File: config.mk
export PLATFORM = sky130hd
export DESIGN_NAME = rep_blocos
export DESIGN_NICKNAME = d
export VERILOG_FILES = /design/src/rtl/rep_blocos.sv
export SDC_FILE = /design/constraint.sdc
export NUM_CORES = 1
export LEC_CHECK = 0
export CORE_MARGIN = 4
export CORE_UTILIZATION = 51
export CTS_CLUSTER_SIZE = 28
export DETAILED_ROUTE_END_ITERATION = 8
export MAX_ROUTING_LAYER = met4
export PLACE_DENSITY = 0.75
export SLEW_MARGIN = 10
export SYNTH_ARGS = -nofsm -noshare
export SYNTH_HDL_FRONTEND = slang
export SYNTH_SLANG_ARGS = --single-unit
File: constraint.sdc
create_clock -name clk -period 3 [get_ports clk]
set_input_delay 0.6 -clock clk [delete_from_list [all_inputs] [get_ports clk]]
set_output_delay 0.6 -clock clk [all_outputs]
set_load 0.01 [all_outputs]
File: src/rtl/rep_blocos.sv
// rep_blocos: nearest-neighbour block upscaler streaming an enlarged image.
//   Parameters: LARGURA x ALTURA source image, FATOR integer upscale per axis.
//   clk, rst_n            : clock (rising edge), asynchronous active-low reset
//   wr_en/wr_addr/wr_data : source memory write port (accepted only in IDLE)
//   start, busy, done     : frame request, frame in progress, end-of-frame pulse
//   out_valid/out_ready   : output handshake
//   out_data/out_x/out_y  : output pixel value and coordinates
//   out_last              : final pixel of the frame
module rep_blocos #(
    parameter int LARGURA = 2,
    parameter int ALTURA  = 2,
    parameter int FATOR   = 2
) (
    input  logic        clk,
    input  logic        rst_n,
    input  logic        wr_en,
    input  logic [10:0] wr_addr,
    input  logic [7:0]  wr_data,
    input  logic        start,
    output logic        busy,
    output logic        done,
    output logic        out_valid,
    input  logic        out_ready,
    output logic [7:0]  out_data,
    output logic [10:0] out_x,
    output logic [10:0] out_y,
    output logic        out_last
);
    localparam int NEW_LARG   = LARGURA * FATOR;
    localparam int NEW_ALTURA = ALTURA * FATOR;
    localparam int N  = LARGURA * ALTURA;
    localparam int AW = N > 1 ? $clog2(N) : 1;
    localparam logic [10:0] XM = 11'(NEW_LARG - 1);
    localparam logic [10:0] YM = 11'(NEW_ALTURA - 1);
    localparam logic [10:0] FM = 11'(FATOR - 1);

    typedef enum logic [1:0] {IDLE, RUN, FIN} state_t;
    state_t state, nxt;

    logic [7:0]  mem [N];
    logic [10:0] x, y, col, row, dj, di;
    logic [AW-1:0] addr;
    logic xfer, fim_linha, fim;

    assign out_valid = state == RUN;
    assign busy      = state == RUN;
    assign done      = state == FIN;
    assign xfer      = out_valid & out_ready;
    assign fim_linha = x == XM;
    assign fim       = fim_linha && y == YM;
    assign out_x     = x;
    assign out_y     = y;
    assign out_last  = out_valid & fim;
    // Source address comes from the source row/column counters; only a
    // constant-width multiply, no division of the output coordinates.
    assign addr      = AW'(32'(row) * LARGURA + 32'(col));
    // Memory is only written in IDLE, so a combinational read stays stable
    // for the whole frame, including stalled beats.
    assign out_data  = out_valid ? mem[addr] : 8'd0;

    always_ff @(posedge clk) begin
        if (wr_en && state == IDLE && 32'(wr_addr) < N)
            mem[wr_addr[AW-1:0]] <= wr_data;
    end

    always_ff @(posedge clk or negedge rst_n) begin
        if (!rst_n)
            state <= IDLE;
        else
            state <= nxt;
    end

    always_comb begin
        nxt = state;
        nxt = state == IDLE ? (start ? RUN : IDLE) :
              state == RUN  ? (xfer && fim ? FIN : RUN) : IDLE;
    end

    // dj/di count repetitions of the current source pixel/row; they carry
    // into col/row when they wrap at FATOR-1.
    always_ff @(posedge clk or negedge rst_n) begin
        if (!rst_n) begin
            x <= '0; y <= '0; col <= '0; row <= '0; dj <= '0; di <= '0;
        end else if (xfer) begin
            if (fim) begin
                x <= '0; y <= '0; col <= '0; row <= '0; dj <= '0; di <= '0;
            end else if (fim_linha) begin
                x   <= '0;
                col <= '0;
                dj  <= '0;
                y   <= y + 11'd1;
                di  <= di == FM ? 11'd0 : di + 11'd1;
                row <= di == FM ? row + 11'd1 : row;
            end else begin
                x   <= x + 11'd1;
                dj  <= dj == FM ? 11'd0 : dj + 11'd1;
                col <= dj == FM ? col + 11'd1 : col;
            end
        end
    end
endmodule

# --- Yosys cells after proc, flatten, opt, wreduce, memory -nomap -nowiden ---
# Memory sizes are Yosys's and may differ from the RTL's.
# Index checks and enable logic that the tools add are counted.
# Widths: inputs -> output; s select.
word_totals:
  input_bits: 24
  word_cells: 58
  ramBits: 32
  out_inout_bits: 34
  reg_bits: 68
  mem_count: 1
mem_list:
  columns: ["memory", "depth", "width", "read_ports", "rd_ports_with_merged_regs", "write_ports", "line_no", "text"]
  rows:
  - ["mem", 4, 8, 1, 0, 1, "40", "logic [7:0] mem [N];"]
classes:
  reduce_logical: 11
  eq_ne: 6
  mux: 23
  add_sub_neg: 7
  n_bitwise: 2
  magnitude_cmp: 1
ops:
  columns: ["cell", "n"]
  rows:
  - ["$mux 11", 16]
  - ["$add 11x1->11 const B", 6]
  - ["$eq 11x1->1 const B", 2]
  - ["$eq 11x2->1 const B", 2]
  - ["$lt 11x3->1 const B", 1]
  - ["$mux 8", 1]
  - ["$mux 2", 3]
  - ["$logic_and 1x1->1", 4]
  - ["$reduce_and 2->1", 2]
  - ["$reduce_bool 2->1", 2]
  - ["$mux 1", 3]
  - ["$reduce_and 3->1", 1]
  - ["$reduce_bool 3->1", 1]
  - ["$add 2x2->2", 1]
  - ["$and 1x1->1", 2]
  - ["$eq 2x1->1 const B", 1]
  - ["$eq 2x2->1 const B", 1]
  - ["$logic_not 2->1", 1]

# --- Logic depth before layout (Yosys ltp) ---
# Gate-level depths: netlist of run 1.
logic_depth:
  ltp_word: 6
  depth_mapped: 7
  mapped_depth_nobuf: 6

# --- Least setup slack after synthesis of run 1 ---
# OpenSTA, ideal clock, no wires.
synth_path:
  kind: "reg2out"
  from: "register y[0], in the netlist out_y[0]"
  to: "output port out_last"
  n_path_buf: 1
  stages_incl_launch_ff: 6
  setup_slack_ns: 0.765
  arrival_time_ns: 1.635
  path_cell_list: "dfrtp_1 ha_1 nor4b_1 nand3_1 clkbuf_1 nor3_1"
synth_via:
  elab_chain_len: 3
synth_lines:
  columns: ["element", "line_no", "text"]
  rows:
  - ["from (decl)", "41", "logic [10:0] x, y, col, row, dj, di;"]
  - ["from (signal assigned)", "91", "y <= y + 11'd1;"]
  - ["$eq 11x2->1", "50", "assign fim = fim_linha && y == YM;"]
  - ["$logic_and 1x1->1", "50", null]
  - ["$and 1x1->1", "53", "assign out_last = out_valid & fim;"]
  - ["to (decl)", "27", "output logic out_last"]
# No other way between the ends.

# --- Worst setup path in the final report of run 1 ---
layout_path:
  from: "register x[3], in the netlist out_x[3]"
  to: "output port out_last"
layout_via:
  elab_chain_len: 3
layout_lines:
  columns: ["element", "line_no", "text"]
  rows:
  - ["from (decl)", "41", null]
  - ["from (signal assigned)", "95", "x <= x + 11'd1;"]
  - ["$eq 11x2->1", "49", "assign fim_linha = x == XM;"]
  - ["$logic_and 1x1->1", "50", null]
  - ["$and 1x1->1", "53", null]
# No other way between the ends.

==> results of run 1 <==
## through the flow
stage	setup slack [ns]	hold slack (ns)	instance area, um^2
2_1_floorplan	0.765	0.304	3940
3_5_place_dp	0.444	0.478	4640
5_1_grt	0.00499	0.343	4880
4_1_cts	0.0131	0.325	4870
6_report	0.114	0.297	4880
3_3_place_gp	0.429	0.475	4640
## cell type report
type / instances / area [um^2] / area share
timing repair buffer: 68 / 648 / 0.133
clock buffer: 9 / 124 / 0.0254
tap: 99 / 124 / 0.0254
inverter: 15 / 56.3 / 0.0115
clock inverter: 7 / 106 / 0.0218
sequential: 81 / 2190 / 0.448
multi-input combinational: 224 / 1640 / 0.335
## repair_timing
action                                  in CTS  in global routing
endpoints found under the hold margin        0                  0
endpoints found under the setup margin       0                  7
resized for setup                            0                  4
## final timing paths
path / start / end / slack (ns) / cells past startpoint
hold / removal: rst_n / col[1] / 0.30 / 1
setup / recovery: out_x[3] / out_last / 0.11 / 4
max in group asynchronous: rst_n / out_x[7] / 2.06 / 2
hold reg to reg: di[10] / di[10] / 0.49 / 1
setup reg to reg: out_x[0] / di[10] / 1.02 / 5
min in group clk: di[10] / di[10] / 0.49 / 1
## state kept, by name, indices dropped and copies added (netlist names)
name,cells
mem,32
row,1
state,2
dj,11
out_x,11
out_y,11
di,11
col,2
## where the power goes
part / internal (mW) / total, mW / switching (mW)
Clock: 0.484 / 0.919 / 0.435
Sequential: 1.29 / 1.52 / 0.234
Combinational: 0.556 / 1.02 / 0.459
## routing by layer
layer	up-vias	track usage	wire length (um)
met1	1445	0.271	3720
met5	-	-	0
met3	6	0.0453	300
li1	1381	-	-
met4	0	0.0604	98
met2	61	0.349	4370
## critical path, delay by kind of cell (launching register included)
family / cells / cell delay (ns)
buffers and inverters: 1 / 0.57
DFF: 1 / 0.47
and+or+nand+nor: 3 / 0.88
## cell usage after synthesis, types with 2 or more instances
library cell                n
sky130_fd_sc_hd__o22ai_1    6
sky130_fd_sc_hd__a31oi_1    8
sky130_fd_sc_hd__nand3_1   28
sky130_fd_sc_hd__mux2i_1    3
sky130_fd_sc_hd__o211ai_1   3
sky130_fd_sc_hd__ha_1       6
sky130_fd_sc_hd__mux4_2     8
sky130_fd_sc_hd__o21ai_1    2
sky130_fd_sc_hd__nand4b_2   2
sky130_fd_sc_hd__nor3_1     8
sky130_fd_sc_hd__or2_2      2
sky130_fd_sc_hd__nand2_1   28
sky130_fd_sc_hd__o21ai_0    6
sky130_fd_sc_hd__inv_1     15
sky130_fd_sc_hd__nand2b_1   4
sky130_fd_sc_hd__and3_1     5
sky130_fd_sc_hd__nand4b_1   2
sky130_fd_sc_hd__and2_1     9
sky130_fd_sc_hd__buf_6      2
sky130_fd_sc_hd__xor2_1     7
sky130_fd_sc_hd__clkbuf_1   6
sky130_fd_sc_hd__nor4b_1    2
sky130_fd_sc_hd__and4_1     3
sky130_fd_sc_hd__nor2_1    17
sky130_fd_sc_hd__nor2b_1    3
sky130_fd_sc_hd__nor4_4     2
sky130_fd_sc_hd__xnor2_1   15
sky130_fd_sc_hd__and4b_2    2
sky130_fd_sc_hd__edfxtp_1  32
sky130_fd_sc_hd__nor4_1     8
sky130_fd_sc_hd__nand4_1   11
sky130_fd_sc_hd__nor4_2     3
sky130_fd_sc_hd__dfrtp_1   49
sky130_fd_sc_hd__a32oi_1    2
sky130_fd_sc_hd__a21oi_1    5
## kinds of logic after synthesis
| logic type | count (synthesis) | synth area share |
|---|---|---|
| xor gates and xnor gates | 22 | 0.0489 |
| muxes | 11 | 0.0533 |
| buffers and inverters | 28 | 0.0330 |
| AOI/OAI and AO/OA | 38 | 0.0619 |
| and+or+nand+nor | 147 | 0.229 |
| DFF | 81 | 0.555 |
| adders and majority gates | 6 | 0.0190 |
==> results.txt, run 1 <==
----------------------------------------------------
[Layout]
  Commonest non-fill, non-tap cells in the layout ... sky130_fd_sc_hd__clkdlybuf4s50_1 (56), sky130_fd_sc_hd__dfrtp_1 (48), sky130_fd_sc_hd__edfxtp_1 (32)
  Layout overhead on the synthesized area ... 23.9%
  Commonest non-fill, non-tap cell in the layout ... sky130_fd_sc_hd__clkdlybuf4s50_1
  Fraction of the core area covered by cells at the end of the flow ... 0.663
  Total of fill cells in the finished design ... 573
  Number of nets in the layout ... roughly 430
  Final cell count without fillers ... 503
  Layout cell share with drive strength beyond 1 ... 0.141
  Count of inserted antenna diode cells ... 0

[Clocking]
  Post-cts hold buffer count ... 0
  CTS tree ... done
  Clk pin slew, worst setup/hold paths ... 0.09 ns
  Clock Tree Root ... sky130_fd_sc_hd__clkbuf_8
  CTS Sinks ... ~80
  H-tree level count ... 3
  Count of buffers added by post-CTS timing repair for setup ... 0
  Maximum root-to-sink buffer count ... 2
  TritonCTS Buffers ... 9
  Worst-Skew Late Latency ... between 0.3 and 0.4 ns

[Drt]
  Average detailed-routed wire length per instance ... roughly 17 um
  DR iter-0 viols ... ~120
  Drc violations ... 0
  Total number of vias ... 2893
  Final wirelength ... 8.49 mm
  Post-DRT Antenna Nets ... 0
  Via-to-Cell Ratio ... 5.75
  Number of detailed-route iterations in the first pass ... 4

[Setup path]
  Crit. End Element ... primary output
  Top fanout value on the critical path ... 6
  Largest stage delay on the critical path ... ~0.57 ns
  Kind of launch point of the worst setup path ... flop
  Critical Path RT ... approximately 2.4 ns
  Crit path kind ... reg2out
  Slowest stage cell, crit path ... sky130_fd_sc_hd__clkdlybuf4s50_1
  Cells traversed along the worst timing path ... nor4_4 -> nand4b_1 -> nor3_2 -> clkdlybuf4s50_1
  Arrival time worst endpoint ... 2.29 ns

[GRT]
  Maximum number of pins on one net before global-route repair ... 32
  Global router's overall resource usage ... 0.214
  Remaining Overflow, GRT ... 0
  First-pass GRT wire length ... 14.5 mm
  Number of global-route vias before repair ... between 2k and 3k
  Number of antenna violations at the first check in global routing ... 0

[STA]
  Worst max-slew margin expressed relative to the limit ... 0.504
  Achievable frequency ... 0.347 GHz
  Unrepaired setup endpoints after global routing ... false
  Final setup violation count ... 0
  Hold violation count in the final report ... 0
  Actual transition at the worst max-transition pin ... 0.744 ns
  Aggregate negative setup slack ... 0 ns
  Final Critical Period ... roughly 2.9 ns
  Crit share post-route ... 0.962
  Setup skew after layout ... 0.00913 ns
  Total count of max-transition violations in the final report ... 0

[Hold path]
  Type of the tightest min-delay check ... in2async

[Synth]
  Register bit count reported by yosys ... 81
  Count of flip-flops with a built-in enable after synthesis ... 32
  Synthesized area divided by synthesized cell count ... 11.8 um^2
  Count of unique library cells instantiated by Yosys ... between 50 and 60
  Nets in the synthesized netlist ... around 360
  Share of the synthesized area in the top cell type ... 0.311
  Dominant synthesized flop cell ... sky130_fd_sc_hd__dfrtp_1
  Share of flip-flops with an asynchronous set or reset after synthesis ... 0.605
  Post-synthesis sequential area ratio ... 0.555
  Cell count after synthesis ... 333
  Synth Cell Area ... just under 0.004 mm^2
  Cell accounting for the most synthesized area ... sky130_fd_sc_hd__dfrtp_1
  Leading cell types by total area after synthesis ... sky130_fd_sc_hd__dfrtp_1 (31%), sky130_fd_sc_hd__edfxtp_1 (24%), sky130_fd_sc_hd__mux4_2 (4.6%), sky130_fd_sc_hd__nand3_1 (3.6%), sky130_fd_sc_hd__xnor2_1 (3.3%)
  Yosys warns ... 0

[Floorplanning]
  X dimension of the die ... 95.9 um
  Placeable core area ... 0.00737 mm^2
  Die Y ... between 90 and 100 um
  Top-level I/O count ... 58
  Area of the die ... 0.00920 mm^2
  Row count ... 31
  Starting Density ... 0.535

[Placement]
  Cell count after placement ... between 400 and 500
  HPWL reported at the end of detailed placement ... a little under 6 mm
  Routability-driven placement congestion ratio ... 0.815
  Count of port buffers added during placement ... 57

[Power and ir drop]
  Post-layout total power ... 3.46 mW
  Largest vdd supply drop ... approximately 0.42 mV
  Total leakage power ... 1.95 nW
  Pwr Density ... ~710 mW/mm^2

[Outcome]
  Result of the run ... complete, no violations

[Run]
  Number of maximum-capacitance constraint violations ... 0

----------------------------------------------------
Power figures use the tool's default switching activity.
==> run 2: changes to the inputs <==
--- a/config.mk
+++ b/config.mk
@@ -5,6 +5,7 @@
 export SDC_FILE = /design/constraint.sdc
 export NUM_CORES = 1
 export LEC_CHECK = 0
+export CAP_MARGIN = 20
 export CORE_MARGIN = 4
 export CORE_UTILIZATION = 51
 export CTS_CLUSTER_SIZE = 28
==> constraint.sdc (replaced) <==
create_clock -name clk -period 3.32 [get_ports clk]
set_input_delay 0.664 -clock clk [delete_from_list [all_inputs] [get_ports clk]]
set_output_delay 0.664 -clock clk [all_outputs]
set_load 0.01 [all_outputs]
==> run 2 against run 1 <==
  * Sequential power fell by 9.9%
  * Total power down 11%
  * Die area did not move
  * Register-to-register slack gained 0.31 ns
  * Critical path depth is the same
  * Global-route usage decreased by 0.98 points
  * Clock power shrank 12%
  * Critical path type unchanged
  * Sequential cell count unchanged
  * Non-clock buffer count decreased by 2
  * Via count shrank 2.0%
  * Final cell count shrank 0.40%
  * Utilization decreased by 0.46 points
==> results.txt, run 2 (synthesis gave the netlist of run 1 again) <==
----------------------------------------------------
[Clocking]
  Clk pin slew, worst setup/hold paths ... 0.09 ns (about the same)
  Maximum root-to-sink buffer count ... 2 (unchanged)
  TritonCTS Buffers ... 9 (unchanged)
  H-tree level count ... 3 (unchanged)
  Clock Tree Root ... sky130_fd_sc_hd__clkbuf_8
  Worst-Skew Late Latency ... 0.36 ns (about the same)
  Post-CTS sizing ... 0 (unchanged)
  CTS Sinks ... 81 (unchanged)
  CTS tree ... done

[Drt]
  Number of detailed-route iterations in the first pass ... 4 (unchanged)
  Drc violations ... 0 (unchanged)
  Post-DRT Antenna Nets ... 0 (unchanged)
  Average detailed-routed wire length per instance ... 16.4 um (-2.9%)
  Via-to-Cell Ratio ... 5.66 (-1.6%)
  Total number of vias ... 2834 (-2.0%)
  Final wirelength ... 8.21 mm (-3.2%)
  DR iter-0 viols ... 131 (+11%)

[STA]
  Hold violation count in the final report ... 0 (unchanged)
  Aggregate negative setup slack ... 0 ns (unchanged)
  Setup skew after layout ... 0.00600 ns (-0.00312 ns)
  Final Critical Period ... 2.98 ns
  Crit share post-route ... 0.898
  WHS ... 0.365 ns (+0.0681 ns)
  Final setup violation count ... 0 (unchanged)
  Worst max-slew margin expressed relative to the limit ... 0.509 (+0.00503)
  Actual transition at the worst max-transition pin ... 0.737 ns (-0.00754 ns)
  Total count of max-transition violations in the final report ... 0 (unchanged)
  Achievable frequency ... 0.336 GHz
  Unrepaired setup endpoints after global routing ... false

[Power and ir drop]
  Pwr Density ... 634 mW/mm^2 (-10%)
  Largest vdd supply drop ... 0.316 mV (-25%)
  Total leakage power ... 1.93 nW (-0.78%)

[Setup path]
  Cells traversed along the worst timing path ... nor4_4 -> nand4b_1 -> nor3_1 -> clkdlybuf4s50_1
  Kind of launch point of the worst setup path ... flop
  Largest stage delay on the critical path ... 0.58 ns (about the same)
  FF-to-FF path depth ... 5 (unchanged)
  Beginning of the worst register-to-register path ... out_x[0]
  Top fanout value on the critical path ... 6 (unchanged)
  Arrival time worst endpoint ... 2.32 ns (+0.03 ns)
  Critical Path RT ... 2.66 ns (+0.26 ns)
  Crit. End Element ... primary output
  Reg-to-reg setup timing slack ... 1.33 ns (+0.31 ns)
  Slowest stage cell, crit path ... sky130_fd_sc_hd__clkdlybuf4s50_1
  Crit path kind ... reg2out
  Worst flop-to-flop path endpoint ... di[10]

[GRT]
  Remaining Overflow, GRT ... 0 (unchanged)
  Number of global-route vias before repair ... 2781 (-6.0%)
  Global router's overall resource usage ... 0.204 (-0.00980)
  Maximum number of pins on one net before global-route repair ... 33 (+3.1%)
  First-pass GRT wire length ... 13.8 mm (-4.8%)
  Number of antenna violations at the first check in global routing ... 0 (unchanged)

[Placement]
  Count of port buffers added during placement ... 57 (unchanged)
  Routability-driven placement congestion ratio ... 0.839 (+3.0%)
  HPWL reported at the end of detailed placement ... 5.79 mm (-1.7%)

[Layout]
  Layout cell share with drive strength beyond 1 ... 0.127 (-0.0142)
  Number of nets in the layout ... 427 (-0.47%)
  Layout overhead on the synthesized area ... 23.1%
  Number of flip-flops under the largest register name ... 32 (unchanged)
  Commonest non-fill, non-tap cell in the layout ... sky130_fd_sc_hd__clkdlybuf4s50_1
  Commonest non-fill, non-tap cells in the layout ... sky130_fd_sc_hd__clkdlybuf4s50_1 (56), sky130_fd_sc_hd__dfrtp_1 (49), sky130_fd_sc_hd__edfxtp_1 (32)
  Count of inserted antenna diode cells ... 0 (unchanged)

[Floorplanning]
  Top-level I/O count ... 58 (unchanged)
  Placeable core area ... 0.00737 mm^2 (unchanged)
  Area of the die ... 0.00920 mm^2 (unchanged)
  Row count ... 31 (unchanged)
  Die Y ... 95.9 um (unchanged)
  Starting Density ... 0.535 (unchanged)
  X dimension of the die ... 95.9 um (unchanged)

[Outcome]
  Result of the run ... complete, no violations

[Hold path]
  Type of the tightest min-delay check ... in2async

[Run]
  Number of maximum-capacitance constraint violations ... 0 (unchanged)

----------------------------------------------------
## run 2: layer usage
| metal | GRT usage | wire, um | vias to the layer above |
|---|---|---|---|
| met2 | 0.328 | 4020 | 65 |
| li1 | - | - | 1365 |
| met4 | 0.0782 | 139 | 0 |
| met5 | - | 0 | - |
| met1 | 0.263 | 3770 | 1390 |
| met3 | 0.0305 | 283 | 14 |
## run 2: critical path: cells and delay by family, from the launching register on
kind          cells  cell delay (ns)
simple gates      3             0.90
flops             1             0.47
buf+inv           1             0.58
## run 2: worst max-delay path by stage
| stage | start | endpoint | depth (start not counted) |
|---|---|---|---|
| CTS | out_x[3] | out_last | 4 |
| global placement | out_x[3] | out_last | 4 |
| finish | out_x[3] | out_last | 4 |
| detailed placement | out_x[3] | out_last | 4 |
| global route | col[0] | out_data[3] | 3 |
| floorplan | out_y[0] | out_last | 5 |
## run 2: final cells by class
class	count	area, um^2
Clock inverter	7	103
Multi-Input combinational cell	224	1620
Sequential cell	81	2190
Tap cell	99	124
Clock buffer	9	124
Inverter	15	56.3
Fill cell	576	2520
Timing Repair Buffer	66	633
## run 2: metrics by stage
step           setup slack [ns]  area, um^2  total power, mW   util  std cells
3_3_place_gp              0.598        4620             2.26  0.626        484
6_report                  0.340        4850             3.08  0.658        501
2_1_floorplan              1.02        3940             1.92      -        333
4_1_cts                  0.0798        4840             3.10  0.657        500
5_1_grt                   0.233        4850             3.27  0.658        501
3_5_place_dp              0.504        4620             2.29  0.626        484
## run 2: what timing repair did
item	4_1_cts	5_1_grt
buffers inserted	0	1
endpoints found under the setup margin	0	1
hold buffers	0	0
endpoints found under the hold margin	0	0
## run 2: power breakdown
group          internal, mW  leakage, nW  switching, mW
sequential             1.16        0.891          0.206
combinational         0.493        0.933          0.402
clock                 0.431        0.110          0.379
total                  2.09         1.93          0.986
==> run 3: changes to the inputs <==
--- a/config.mk
+++ b/config.mk
@@ -8,6 +8,7 @@
 export CAP_MARGIN = 20
 export CORE_MARGIN = 4
 export CORE_UTILIZATION = 51
+export CTS_BUF_LIST = sky130_fd_sc_hd__clkbuf_8
 export CTS_CLUSTER_SIZE = 28
 export DETAILED_ROUTE_END_ITERATION = 8
 export MAX_ROUTING_LAYER = met4
==> constraint.sdc (replaced) <==
create_clock -name clk -period 2.9 [get_ports clk]
set_input_delay 0.58 -clock clk [delete_from_list [all_inputs] [get_ports clk]]
set_output_delay 0.58 -clock clk [all_outputs]
set_load 0.01 [all_outputs]
==> run 3 against run 2 <==
  * Design area down 0.28%
  * Sequential power up 15%
  * Global-route usage down 0.17 points
  * Critical path type unchanged
  * Highest routed layer unchanged
==> results.txt, run 3 (synthesis gave the netlist of run 1 again) <==
----------------------------------------------------
[Power and ir drop]
  Post-layout total power ... 3.42 mW (+11%)
  Pwr Density ... 707 mW/mm^2 (+11%)
  Largest vdd supply drop ... 0.329 mV (+4.2%)
  Total leakage power ... 1.92 nW (-0.79%)

[STA]
  Actual transition at the worst max-transition pin ... 0.576 ns (-0.161 ns)
  Achievable frequency ... about 0.35 GHz
  Final setup violation count ... 0 (unchanged)
  Final Critical Period ... about 2.8 ns
  Setup skew after layout ... 0.00995 ns (+0.00395 ns)
  WHS ... 0.0675 ns (-0.298 ns)
  Total count of max-transition violations in the final report ... 0 (unchanged)
  Hold violation count in the final report ... 0 (unchanged)
  Worst max-slew margin expressed relative to the limit ... 0.615 (+0.106)
  Unrepaired setup endpoints after global routing ... true
  Crit share post-route ... 0.978
  Final worst-path setup slack ... 0.0645 ns (-0.276 ns)

[Layout]
  Post-route design area ... 0.00484 mm^2 (-0.28%)
  Number of flip-flops under the largest register name ... 32 (unchanged)
  Area of the multi-input gates ... 0.00163 mm^2 (+0.46%)
  Storage cell area ... 0.00219 mm^2 (+0.11%)
  Number of nets in the layout ... 428 (+0.23%)
  Commonest non-fill, non-tap cell in the layout ... sky130_fd_sc_hd__clkdlybuf4s50_1
  Count of inserted antenna diode cells ... 0 (unchanged)
  Layout cell share with drive strength beyond 1 ... 0.134 (+0.00713)
  Commonest non-fill, non-tap cells in the layout ... sky130_fd_sc_hd__clkdlybuf4s50_1 (56), sky130_fd_sc_hd__dfrtp_1 (47), sky130_fd_sc_hd__edfxtp_1 (32)
  Total of fill cells in the finished design ... 571 (-0.87%)
  Layout overhead on the synthesized area ... 22.7%

[Clocking]
  CTS tree ... done
  Clk pin slew, worst setup/hold paths ... 0.08 ns (about the same)
  Clock Tree Root ... sky130_fd_sc_hd__clkbuf_8
  Worst-Skew Late Latency ... 0.35 ns (about the same)
  Maximum root-to-sink buffer count ... 2 (unchanged)
  TritonCTS Buffers ... 9 (unchanged)
  H-tree level count ... 3 (unchanged)
  CTS Sinks ... 81 (unchanged)
  Post-cts hold buffer count ... 0 (unchanged)

[Floorplanning]
  Area of the die ... 0.00920 mm^2 (unchanged)
  Top-level I/O count ... 58 (unchanged)
  Starting Density ... 0.535 (unchanged)
  Row count ... 31 (unchanged)
  Die Y ... 95.9 um (unchanged)
  X dimension of the die ... 95.9 um (unchanged)
  Placeable core area ... 0.00737 mm^2 (unchanged)

[Placement]
  Post-Place Cell Area ... 0.00463 mm^2 (+0.33%)
  Routability-driven placement congestion ratio ... 0.821 (-2.1%)
  Worst slack at placement ... 0.356 ns (-0.148 ns)
  HPWL reported at the end of detailed placement ... 5.85 mm (+1.0%)
  Count of port buffers added during placement ... 57 (unchanged)

[Drt]
  Drc violations ... 0 (unchanged)
  Total number of vias ... 2852 (+0.64%)
  Average detailed-routed wire length per instance ... 16.5 um (+0.85%)
  Number of detailed-route iterations in the first pass ... 4 (unchanged)
  DR iter-0 viols ... 149 (+14%)
  Via-to-Cell Ratio ... 5.68 (+0.43%)
  Final wirelength ... 8.30 mm (+1.0%)
  Post-DRT Antenna Nets ... 0 (unchanged)

[Setup path]
  FF-to-FF path depth ... 4 (-1)
  Cells traversed along the worst timing path ... nor4_4 -> nand4b_1 -> nor3_2 -> clkdlybuf4s50_1
  Reg-to-reg setup timing slack ... 0.87 ns (-0.46 ns)
  Kind of launch point of the worst setup path ... flop
  Top fanout value on the critical path ... 5 (-1)
  Critical Path RT ... 2.32 ns (-0.34 ns)
  Crit path kind ... reg2out
  Largest stage delay on the critical path ... 0.57 ns (about the same)
  Arrival time worst endpoint ... 2.26 ns (-0.06 ns)
  Crit. End Element ... primary output
  Beginning of the worst register-to-register path ... di[8]
  Worst flop-to-flop path endpoint ... di[9]
  Slowest stage cell, crit path ... sky130_fd_sc_hd__clkdlybuf4s50_1

[GRT]
  Number of global-route vias before repair ... 2714 (-2.4%)
  Maximum number of pins on one net before global-route repair ... 43 (+30%)
  Number of antenna violations at the first check in global routing ... 0 (unchanged)
  Remaining Overflow, GRT ... 0 (unchanged)
  Global router's overall resource usage ... 0.202 (-0.00166)
  First-pass GRT wire length ... 13.8 mm (-0.50%)

[Outcome]
  Result of the run ... complete, no violations

[Run]
  Number of maximum-capacitance constraint violations ... 0 (unchanged)

[Hold path]
  Type of the tightest min-delay check ... in2async

----------------------------------------------------
run 3: routing by layer:
metal / vias up / global-route usage / part of all wire
li1: 1376 / - / -
met1: 1401 / 0.265 / 0.45
met2: 64 / 0.321 / 0.51
met3: 11 / 0.0360 / 0.033
met4: 0 / 0.0675 / 0.014
met5: - / - / 0
run 3: power by group:
part	internal [mW]	leakage (nW)	switching, mW
Combinational	0.577	0.936	0.462
Sequential	1.34	0.888	0.242
Clock	0.396	0.0945	0.404
Total	2.31	1.92	1.11
run 3: what timing repair did:
action,in CTS,in global routing
setup buffers,0,0
pin swaps,0,2
setup endpoints to repair,1,9
endpoints found under the hold margin,0,0
resized for setup,1,3
cloned,0,0
run 3: critical path, delay by kind of cell (launching register included):
kind,cells,cell delay [ns]
simple gates,3,0.89
buf+inv,1,0.57
flops,1,0.44
run 3: cell type report:
class	count	share of cell area
Inverter	15	0.0116
Timing Repair Buffer	67	0.132
Sequential cell	81	0.453
Clock inverter	7	0.0147
Clock buffer	9	0.0256
Tap cell	99	0.0256
Multi-Input combinational cell	224	0.337
run 3: how the worst max path moves through the flow:
stage | cells after the start | to | slack (ns) | from
floorplan | 5 | out_last | 0.69 | out_y[0]
global placement | 3 | out_data[6] | 0.40 | col[0]
detailed placement | 4 | out_last | 0.36 | out_x[6]
CTS | 5 | out_last | 0.007 | out_y[0]
global route | 4 | out_last | -0.06 | out_x[7]
finish | 4 | out_last | 0.06 | out_x[7]
run 3: stage by stage:
step                utilization  TNS, ns  std cells
global route              0.656  -0.0649        502
CTS                       0.656        0        502
global placement          0.629        0        486
finish                    0.656        0        502
detailed placement        0.629        0        486
floorplan                     -        0        333
